<file path="src/rtl/uart_rx_pkg.sv">
// Shared UART definitions: FSM state codes, parity modes and the bit-period
// divider calculation used by the receiver (and a future transmitter).
package uart_rx_pkg;

  localparam logic [1:0] PAR_NONE = 2'd0;
  localparam logic [1:0] PAR_ODD  = 2'd1;
  localparam logic [1:0] PAR_EVEN = 2'd2;

  typedef logic [2:0] state_t;

  localparam state_t ST_WAIT_IDLE = 3'd0;
  localparam state_t ST_IDLE      = 3'd1;
  localparam state_t ST_START     = 3'd2;
  localparam state_t ST_DATA      = 3'd3;
  localparam state_t ST_PAR       = 3'd4;
  localparam state_t ST_STOP      = 3'd5;

  // Clock cycles per bit, rounded to nearest.
  function automatic int div_calc(input int clk_hz, input int baud);
    return (clk_hz + baud / 2) / baud;
  endfunction

endpackage

</file>
<file path="src/rtl/uart_rx_fifo.sv">
// First-word-fall-through FIFO for decoded characters: the head entry is
// visible on o_rdata whenever o_empty is low.
module uart_rx_fifo #(
  parameter int WIDTH = 10,
  parameter int DEPTH = 16
) (
  input  logic                   clk,
  input  logic                   rst_n,
  input  logic                   i_push,
  input  logic [WIDTH-1:0]       i_wdata,
  input  logic                   i_pop,
  output logic [WIDTH-1:0]       o_rdata,
  output logic                   o_full,
  output logic                   o_empty,
  output logic [$clog2(DEPTH):0] o_level
);

  localparam int AW = $clog2(DEPTH);

  logic [WIDTH-1:0] r_mem [DEPTH];
  logic [AW-1:0]    r_wr_ptr;
  logic [AW-1:0]    r_rd_ptr;
  logic [AW:0]      r_count;
  logic             w_do_push;
  logic             w_do_pop;

  assign o_full    = (r_count == (AW+1)'(DEPTH));
  assign o_empty   = (r_count == '0);
  assign w_do_pop  = i_pop && !o_empty;
  // A full FIFO still takes a write when the head leaves in the same cycle.
  assign w_do_push = i_push && (!o_full || w_do_pop);

  always_ff @(posedge clk) begin
    if (!rst_n) begin
      r_wr_ptr <= '0;
      r_rd_ptr <= '0;
      r_count  <= '0;
    end else begin
      if (w_do_push) r_wr_ptr <= r_wr_ptr + 1'b1;
      if (w_do_pop)  r_rd_ptr <= r_rd_ptr + 1'b1;
      case ({w_do_push, w_do_pop})
        2'b10:   r_count <= r_count + 1'b1;
        2'b01:   r_count <= r_count - 1'b1;
        default: r_count <= r_count;
      endcase
    end
  end

  always_ff @(posedge clk) begin
    if (w_do_push) r_mem[r_wr_ptr] <= i_wdata;
  end

  assign o_rdata = r_mem[r_rd_ptr];
  assign o_level = r_count;

endmodule

</file>
<file path="src/rtl/uart_rx_decoder.sv">
// UART receive decoder: line synchroniser, mid-bit sampling FSM, parity and
// framing checks, and an overrun-flagged FWFT buffer with a ready/valid drain.
module uart_rx_decoder
  import uart_rx_pkg::*;
#(
  parameter int CLK_HZ     = 31_250_000,
  parameter int BAUD       = 115_200,
  parameter int DATA_BITS  = 8,
  parameter int PARITY     = 0,
  parameter int STOP_BITS  = 1,
  parameter int FIFO_DEPTH = 16
) (
  input  logic                        clk,
  input  logic                        rst_n,
  input  logic                        rx_i,
  output logic [DATA_BITS-1:0]        data_o,
  output logic                        frame_err_o,
  output logic                        parity_err_o,
  output logic                        valid_o,
  input  logic                        ready_i,
  output logic                        overrun_o,
  input  logic                        clr_i,
  output logic [$clog2(FIFO_DEPTH):0] level_o
);

  // state        | meaning
  // WAIT_IDLE    | after reset or a framing error, wait for the line to go high
  // IDLE         | line idle, watching for a start edge
  // START        | half a bit in, confirm the start bit is still low
  // DATA         | sample DATA_BITS data bits, LSB first
  // PAR          | sample the parity bit
  // STOP         | sample STOP_BITS stop bits, then push the character

  localparam int     DIV       = div_calc(CLK_HZ, BAUD);
  localparam int     CW        = $clog2(DIV);
  localparam int     BW        = $clog2(DATA_BITS);
  localparam int     EW        = DATA_BITS + 2;
  localparam state_t ST_AFTER_DATA = (PARITY != 0) ? ST_PAR : ST_STOP;

  if (DIV < 4) begin : g_bad_div
    $error("uart_rx_decoder: DIV = %0d, must be at least 4", DIV);
  end
  if (DATA_BITS < 5 || DATA_BITS > 8) begin : g_bad_data_bits
    $error("uart_rx_decoder: DATA_BITS must be 5..8");
  end
  if (PARITY < 0 || PARITY > 2) begin : g_bad_parity
    $error("uart_rx_decoder: PARITY must be 0, 1 or 2");
  end
  if (STOP_BITS < 1 || STOP_BITS > 2) begin : g_bad_stop_bits
    $error("uart_rx_decoder: STOP_BITS must be 1 or 2");
  end
  if (FIFO_DEPTH < 2 || (FIFO_DEPTH & (FIFO_DEPTH - 1)) != 0) begin : g_bad_depth
    $error("uart_rx_decoder: FIFO_DEPTH must be a power of two >= 2");
  end

  logic                 r_sync1;
  logic                 r_sync2;
  logic [1:0]           r_warm;
  state_t               r_state;
  logic [CW-1:0]        r_cnt;
  logic [BW-1:0]        r_bitn;
  logic                 r_stopn;
  logic [DATA_BITS-1:0] r_shift;
  logic                 r_perr;
  logic                 r_ferr;
  logic                 r_push;
  logic [EW-1:0]        r_push_data;
  logic                 r_overrun;

  logic                 w_rx_s;
  logic                 w_half;
  logic                 w_tick;
  logic                 w_par_x;
  logic                 w_par_err;
  logic                 w_ferr_next;
  logic                 w_pop;
  logic                 w_full;
  logic                 w_empty;
  logic [EW-1:0]        w_head;

  assign w_rx_s      = r_sync2;
  assign w_half      = (r_cnt == CW'(DIV / 2 - 1));
  assign w_tick      = (r_cnt == CW'(DIV - 1));
  assign w_par_x     = (^r_shift) ^ w_rx_s;
  assign w_par_err   = (PARITY == int'(PAR_ODD)) ? !w_par_x : w_par_x;
  assign w_ferr_next = r_ferr | !w_rx_s;

  always_ff @(posedge clk) begin
    if (!rst_n) begin
      r_sync1 <= 1'b1;
      r_sync2 <= 1'b1;
      r_warm  <= 2'b00;
    end else begin
      r_sync1 <= rx_i;
      r_sync2 <= r_sync1;
      r_warm  <= {r_warm[0], 1'b1};
    end
  end

  // r_warm holds WAIT_IDLE until the synchroniser carries real line samples
  // instead of its reset value, so a line held low at reset is never decoded.
  always_ff @(posedge clk) begin
    if (!rst_n) begin
      r_state     <= ST_WAIT_IDLE;
      r_cnt       <= '0;
      r_bitn      <= '0;
      r_stopn     <= 1'b0;
      r_shift     <= '0;
      r_perr      <= 1'b0;
      r_ferr      <= 1'b0;
      r_push      <= 1'b0;
      r_push_data <= '0;
    end else begin
      r_push <= 1'b0;
      case (r_state)
        ST_WAIT_IDLE: begin
          if (r_warm[1] && w_rx_s) r_state <= ST_IDLE;
        end
        ST_IDLE: begin
          if (!w_rx_s) begin
            r_state <= ST_START;
            r_cnt   <= '0;
          end
        end
        ST_START: begin
          if (w_half) begin
            r_cnt <= '0;
            if (w_rx_s) begin
              r_state <= ST_IDLE;
            end else begin
              r_state <= ST_DATA;
              r_bitn  <= '0;
              r_stopn <= 1'b0;
              r_perr  <= 1'b0;
              r_ferr  <= 1'b0;
            end
          end else begin
            r_cnt <= r_cnt + 1'b1;
          end
        end
        ST_DATA: begin
          if (w_tick) begin
            r_cnt   <= '0;
            r_shift <= {w_rx_s, r_shift[DATA_BITS-1:1]};
            r_bitn  <= r_bitn + 1'b1;
            if (r_bitn == BW'(DATA_BITS - 1)) r_state <= ST_AFTER_DATA;
          end else begin
            r_cnt <= r_cnt + 1'b1;
          end
        end
        ST_PAR: begin
          if (w_tick) begin
            r_cnt   <= '0;
            r_perr  <= w_par_err;
            r_state <= ST_STOP;
          end else begin
            r_cnt <= r_cnt + 1'b1;
          end
        end
        ST_STOP: begin
          if (w_tick) begin
            r_cnt  <= '0;
            r_ferr <= w_ferr_next;
            if (r_stopn == 1'(STOP_BITS - 1)) begin
              r_push      <= 1'b1;
              r_push_data <= {w_ferr_next, r_perr, r_shift};
              r_stopn     <= 1'b0;
              r_state     <= w_ferr_next ? ST_WAIT_IDLE : ST_IDLE;
            end else begin
              r_stopn <= 1'b1;
            end
          end else begin
            r_cnt <= r_cnt + 1'b1;
          end
        end
        default: r_state <= ST_WAIT_IDLE;
      endcase
    end
  end

  assign w_pop = valid_o && ready_i;

  always_ff @(posedge clk) begin
    if (!rst_n) begin
      r_overrun <= 1'b0;
    end else if (r_push && w_full && !w_pop) begin
      r_overrun <= 1'b1;
    end else if (clr_i) begin
      r_overrun <= 1'b0;
    end
  end

  uart_rx_fifo #(
    .WIDTH (EW),
    .DEPTH (FIFO_DEPTH)
  ) u_fifo (
    .clk     (clk),
    .rst_n   (rst_n),
    .i_push  (r_push),
    .i_wdata (r_push_data),
    .i_pop   (w_pop),
    .o_rdata (w_head),
    .o_full  (w_full),
    .o_empty (w_empty),
    .o_level (level_o)
  );

  assign valid_o   = !w_empty;
  assign overrun_o = r_overrun;
  assign {frame_err_o, parity_err_o, data_o} = valid_o ? w_head : '0;

endmodule

</file>
<file path="config.mk">
export PLATFORM = sky130hd
export DESIGN_NAME = uart_rx_decoder
export DESIGN_NICKNAME = d
export VERILOG_FILES = /design/src/rtl/uart_rx_pkg.sv /design/src/rtl/uart_rx_fifo.sv /design/src/rtl/uart_rx_decoder.sv
export SDC_FILE = /design/constraint.sdc
export NUM_CORES = 1
export LEC_CHECK = 0
export ABC_AREA = 1
export BUFFER_PORTS_ARGS = -buffer_cell sky130_fd_sc_hd__buf_2
export CORE_ASPECT_RATIO = 1.2
export CORE_MARGIN = 3
export CORE_UTILIZATION = 56
export CTS_CLUSTER_SIZE = 25
export DETAILED_ROUTE_END_ITERATION = 12
export PLACE_DENSITY = 0.74
export SLEW_MARGIN = 5
export SYNTH_ARGS = -nofsm -noshare
export SYNTH_HDL_FRONTEND = slang
export SYNTH_SLANG_ARGS = --single-unit
</file>
<file path="constraint.sdc">
create_clock -name clk -period 2.2 [get_ports clk]
set_input_delay 0.66 -clock clk [delete_from_list [all_inputs] [get_ports clk]]
set_output_delay 0.66 -clock clk [all_outputs]
set_load 0.05 [all_outputs]
</file>
Word-level counts from Yosys, hierarchy flattened:

Memory sizes are Yosys's and may differ from the RTL's. A register that Yosys moved wholly into a read port is not among the register bits.
Cells that the tools add are included.
Widths: inputs -> output; s select.

* memory bits (writable): 160
* bits in latches: 0
* memories: 1
* output and inout bits: 17
* flip-flop bits (word level): 55
* bits in read-only memories: 0

* divide/modulo/power cells: 0
* add/sub/neg operators: 6
* order comparisons: 0
* muxes and demuxes: 38
* equal/unequal tests: 20
* reduce and logical (&&, ||, !) cells: 29
* shift operators: 0
* bitwise gates (word level): 3
* multipliers: 0

Memories
* u_fifo.r_mem: depth 16, width 10, rd ports 1, clocked after Yosys merged registers in 1, write ports 1, RTL line uart_rx_fifo.sv:20 `logic [WIDTH-1:0] r_mem [DEPTH];`

Operator list (number)
* $mux 3: 11
* $mux 9: 3
* $pmux 9 s3: 1
* $ne 2x2->1 const B: 9
* $pmux 3 s6: 1
* $mux 1: 13
* $reduce_and 4->1: 3
* $mux 10: 1
* $pmux 5 s2: 1
* $reduce_bool 2->1: 5
* $add 9x1->9 const B: 1
* $eq 3x3->1 const B: 3
* $eq 9x8->1 const B: 1
* $eq 9x9->1 const B: 1
* $add 4x1->4 const B: 2
* $mux 4: 2
* $reduce_and 8->1: 1
* $reduce_xor 8->1: 1
* $eq 3x2->1 const B: 2
* $logic_and 1x1->1: 6
* $pmux 1 s2: 3
* $pmux 3 s2: 1
* $reduce_and 3->1: 2
* $add 5x1->5 const B: 1
* other kinds (17): 21

Longest topological paths before layout:

* depth after elaboration: 8
* depth in mapped cells: 15
* mapped depth without buffers: 15

Cells and area by module:

From an unflattened synthesis, not the netlist that was laid out.

* cell total of the unflattened synthesis: 954
* area, all modules: 9636.7 µm²

By module, submodules not included
* uart_rx_fifo: seq. area each 5144.9 µm², cells an instance 639, instances 1, area an instance 7521.0 µm²
* uart_rx_decoder: seq. area each 820.8 µm², cells an instance 315, instances 1, area an instance 2115.8 µm²

Worst setup path after synthesis:

Ideal clock, no wire load.

* path kind: register to register
* start point: reg u_fifo.r_count[2], in the netlist u_fifo.o_level[2]
* end point: reg u_fifo.r_count[4], in the netlist u_fifo.o_level[4]
* setup slack: -0.637 ns
* cell stages (with the launch flop): 16
* data arrival time: 2.765 ns
* data required time: 2.128 ns
* buffers on the path: 0
* setup time: 0.072 ns
* path through: dfxtp_1 -> inv_1 -> nand3_1 -> nor2_1 -> inv_1 -> nand2_1 -> inv_1 -> ha_1 -> xor2_1 -> ha_1 -> a21o_1 -> nand3_1 -> nand2_1 -> xor2_1 -> nand2_1 -> a21oi_1

* word-level cells in the longest chain between the ends: 8
* elaborated cells on any way between the ends: 14
* classes of those cells: add/sub: 2; eq/ne: 3; mux: 1; reduce/logical: 8

RTL lines
* start: declaration: RTL line uart_rx_fifo.sv:23 `logic [AW:0] r_count;`
* start signal: assignment: RTL line uart_rx_fifo.sv:42 `2'b10: r_count <= r_count + 1'b1;`
* start signal: assignment: RTL line uart_rx_fifo.sv:43 `2'b01: r_count <= r_count - 1'b1;`
* start signal: assignment: RTL line uart_rx_fifo.sv:44 `default: r_count <= r_count;`
* $logic_not 5->1 *: RTL line uart_rx_fifo.sv:28 `assign o_empty = (r_count == '0);`
* $logic_not 1->1 *: RTL line uart_rx_decoder.sv:208 `assign valid_o = !w_empty;`
* named net valid_o: RTL line uart_rx_decoder.sv:19 `output logic valid_o,`
* $logic_and 1x1->1: RTL line uart_rx_decoder.sv:181 `assign w_pop = valid_o && ready_i;`
* $logic_and 1x1->1 *: RTL line uart_rx_fifo.sv:29 `assign w_do_pop = i_pop && !o_empty;`
* named net u_fifo.w_do_pop: RTL line uart_rx_fifo.sv:25 `logic w_do_pop;`
* $logic_or 1x1->1: RTL line uart_rx_fifo.sv:31 `assign w_do_push = i_push && (!o_full || w_do_pop);`
* $logic_and 1x1->1: RTL line uart_rx_fifo.sv:31
* $eq 2x1->1 or $eq 2x2->1 (tied branches): RTL line uart_rx_fifo.sv:41 `case ({w_do_push, w_do_pop})`
* $pmux 5 s2 or $reduce_bool 2->1 (tied branches)

The timed path passes the listed nets; every way through them passes the cells marked *.
A chain may end at the register's enable or synchronous reset.

==> flow_metrics.py <==
metrics = {
    "cells_and_area": {
        "num_antenna_cells": 0,
        "drive_gt1_frac": 0.192,
        "nNetsFinal": 922,
        "final_cells": 1127,
        "final_area_mm2": 0.0110,
        "final_cell_mix": "160 x edfxtp_1, 114 x nor2_1, 101 x nand2_1, 58 x o21ai_0",
        "syn_to_final_growth_pct": 19.4,
        "final_common_cell": "edfxtp_1",
    },
    "setup_path": {
        "crit_type": "reg2out",
        "crit_path_max_fanout": 18,
        "critical_path_arrival_ps": 2080,
        "end_kind": "output pin",
        "critPathLaunchType": "register",
        "critPathRequiredTime_ps": 1540,
    },
    "timing": {
        "relSlewSlack": 0.403,
        "drv_slew": 0,
        "timing.final.crit_share": 1.25,
        "skew_ps": 11.5,
        "min_period_ps": 2740,
        "rsz0062_at_grt": "true",
        "finalSetupViolations": 11,
        "timing.fmax_mhz": 365,
        "hold_viol_final": 0,
        "tightest_slew_ps": 892,
        "timing.final.ws_setup_ps": -541,
    },
    "logic_synthesis": {
        "synth_cell_types": 36,
        "synthCells": 852,
        "synth_seq_cells": 218,
        "ys_async_sr_fraction": 0,
        "ys_warn_count": 0,
        "synth_edf_count": 160,
        "syn_nets": 870,
        "synth_seq_area_share": 0.647,
        "synthFlopType": "edfxtp_1",
        "avgSynthCellArea_um2": 10.8,
        "synth_area_mm2": 0.00922,
    },
    "flow_run": {
        "drv_cap": 0,
    },
    "drt": {
        "via_per_inst": 5.87,
        "drt-wirelength-per-cell_um": 19.1,
        "ant_nets": 0,
        "num_vias": 6618,
        "drc": 0,
        "wirelength_um": 21500,
        "dr.pass1.iters": 5,
        "first_iter_violations": 659,
    },
    "placed_design": {
        "hpwl_um": 13300,
        "io_buffers": 21,
        "placed_area_mm2": 0.00988,
        "place_inst": 1078,
        "gp_congestion": 0.942,
    },
    "cts": {
        "clkSinkCount": 218,
        "cts-root-buf": "clkbuf_16",
        "cts_hold_buf": 0,
        "clk_path_buf_depth": 3,
        "htreeDepth": 1,
        "clk_pin_slew_ps": 70,
        "cts_made_buffers": 21,
        "cts_tree": "yes",
        "clock_latency_ps": 500,
    },
    "floorplan": {
        "core-area_mm2": 0.0159,
        "die_area_mm2": 0.0180,
        "num_rows": 50,
        "ios": 22,
        "initial_core_util": 0.580,
        "die_x_um": 123,
        "die_h_um": 147,
    },
    "global_route": {
        "antenna_found_initial": 0,
        "grt_usage": 0.233,
        "grt_pass1_wl_um": 33000,
        "overflow": 0,
        "grt_pass1_vias": 6483,
        "grt_max_degree": 39,
    },
    "min_path": {
        "min_path_type": "in2reg",
    },
    "pwr": {
        "clkPwrFrac": 0.262,
        "internal_power_mw": 8.72,
        "power.switching_mw": 5.13,
        "comb_power_share": 0.398,
        "p_leak_nw": 4.00,
        "power_density_mw_per_mm2": 1260,
        "irDropWorstVdd_mv": 1.19,
        "switching_share": 0.371,
        "power_frac_seq": 0.340,
        "power_mw": 13.8,
    },
    "run_status": {
        "failed_checks": "setup timing",
        "status": "finished, violations left",
    },
}
## worst max-delay path, stage by stage (launching register included)
cell	delay, ps
dfxtp_4	460
buf_12	180
o21ai_1	90
o221ai_1	240
nand3_1	190
a21oi_2	230
buf_6	180
## through the flow
step | util | TNS [ps] | hold slack (ps) | setup WS (ps)
2_1_floorplan | - | -235 | 390 | -27.4
4_1_cts | 0.678 | -5530 | 348 | -572
5_1_grt | 0.693 | -5920 | 365 | -576
6_report | 0.693 | -4940 | 362 | -541
3_3_place_gp | 0.621 | -9800 | 398 | -159
3_5_place_dp | 0.621 | -15730 | 404 | -233
## cells in the mapped netlist, drive strengths merged (2+ instances only)
master / number / area [um2]
ha: 13 / 163
o21bai: 41 / 308
o221ai: 30 / 263
a21oi: 51 / 255
clkbuf: 23 / 86.3
buf: 16 / 90.1
inv: 61 / 229
xnor2: 2 / 17.5
nand2: 106 / 408
o21a: 11 / 82.6
nand3: 40 / 205
nor2: 129 / 502
edfxtp: 160 / 4800
o211ai: 11 / 82.6
nor3: 7 / 40.0
or2: 2 / 12.5
dfxtp: 58 / 1160
xor2: 7 / 61.3
nand4: 3 / 18.8
clkinv: 3 / 12.5
o21ai: 74 / 374
## flip-flops by register name, indices dropped and copies added (netlist names), 3 cells and up, named ones only
register	count
r_shift	8
r_bitn	3
u_fifo.r_wr_ptr	4
u_fifo.o_level	5
r_state	3
u_fifo.r_rd_ptr	4
r_cnt	9
r_push_data	10
u_fifo.r_mem	160
## routing by layer
layer  routed length, um  vias up  part of all wire  GRT usage
met3                1180       40             0.055     0.0322
met4                 515        0             0.024     0.0698
met1                8640     3240              0.40      0.304
met2               11200      214              0.52      0.405
met5                   0        -                 0          0
li1                    -     3124                 -          -
## final timing paths
| kind | from | endpoint | slack, ps | cells after the start |
|---|---|---|---|---|
| setup / recovery | register | data_o[4] | -540 | 6 |
| hold / removal | rx_i | r_sync1 | 360 | 2 |
| setup reg to reg | u_fifo.o_level[3] | u_fifo.o_level[4] | -40 | 16 |
| hold reg to reg | r_sync1 | r_sync2 | 420 | 1 |
## kinds of logic after synthesis
group | after synthesis | share of synthesized area
AO/OA/AOI/OAI | 221 | 0.151
XOR/XNOR | 9 | 0.00855
adder cells (fa/ha/maj) | 13 | 0.0177
buffers and inverters | 103 | 0.0453
flip-flops | 218 | 0.647
AND/OR/NAND/NOR | 288 | 0.130
## repair_timing
action	4_1_cts	5_1_grt
buffers inserted	1	7
pin swaps	13	27
setup endpoints to repair	13	104
resized for setup	35	46
gates cloned	2	2
## power by group through the flow
stage	Combinational, mW	Clock (mW)	Sequential (mW)
6_report	5.52	3.62	4.71
5_1_grt	5.91	3.84	4.72
4_1_cts	5.08	3.69	4.69
3_5_place_dp	4.58	0	4.75
3_3_place_gp	4.43	0	4.74
2_1_floorplan	3.28	0	4.83
## cell type report
class	instances	area (um2)
clock buffer	26	607
inverter	64	256
clock inverter	12	110
multi-input combinational	531	3060
sequential	218	5990
timing repair buffer	68	727
tap	208	260
fill	1131	4880
Note: power is estimated with default switching activity, not from simulation.
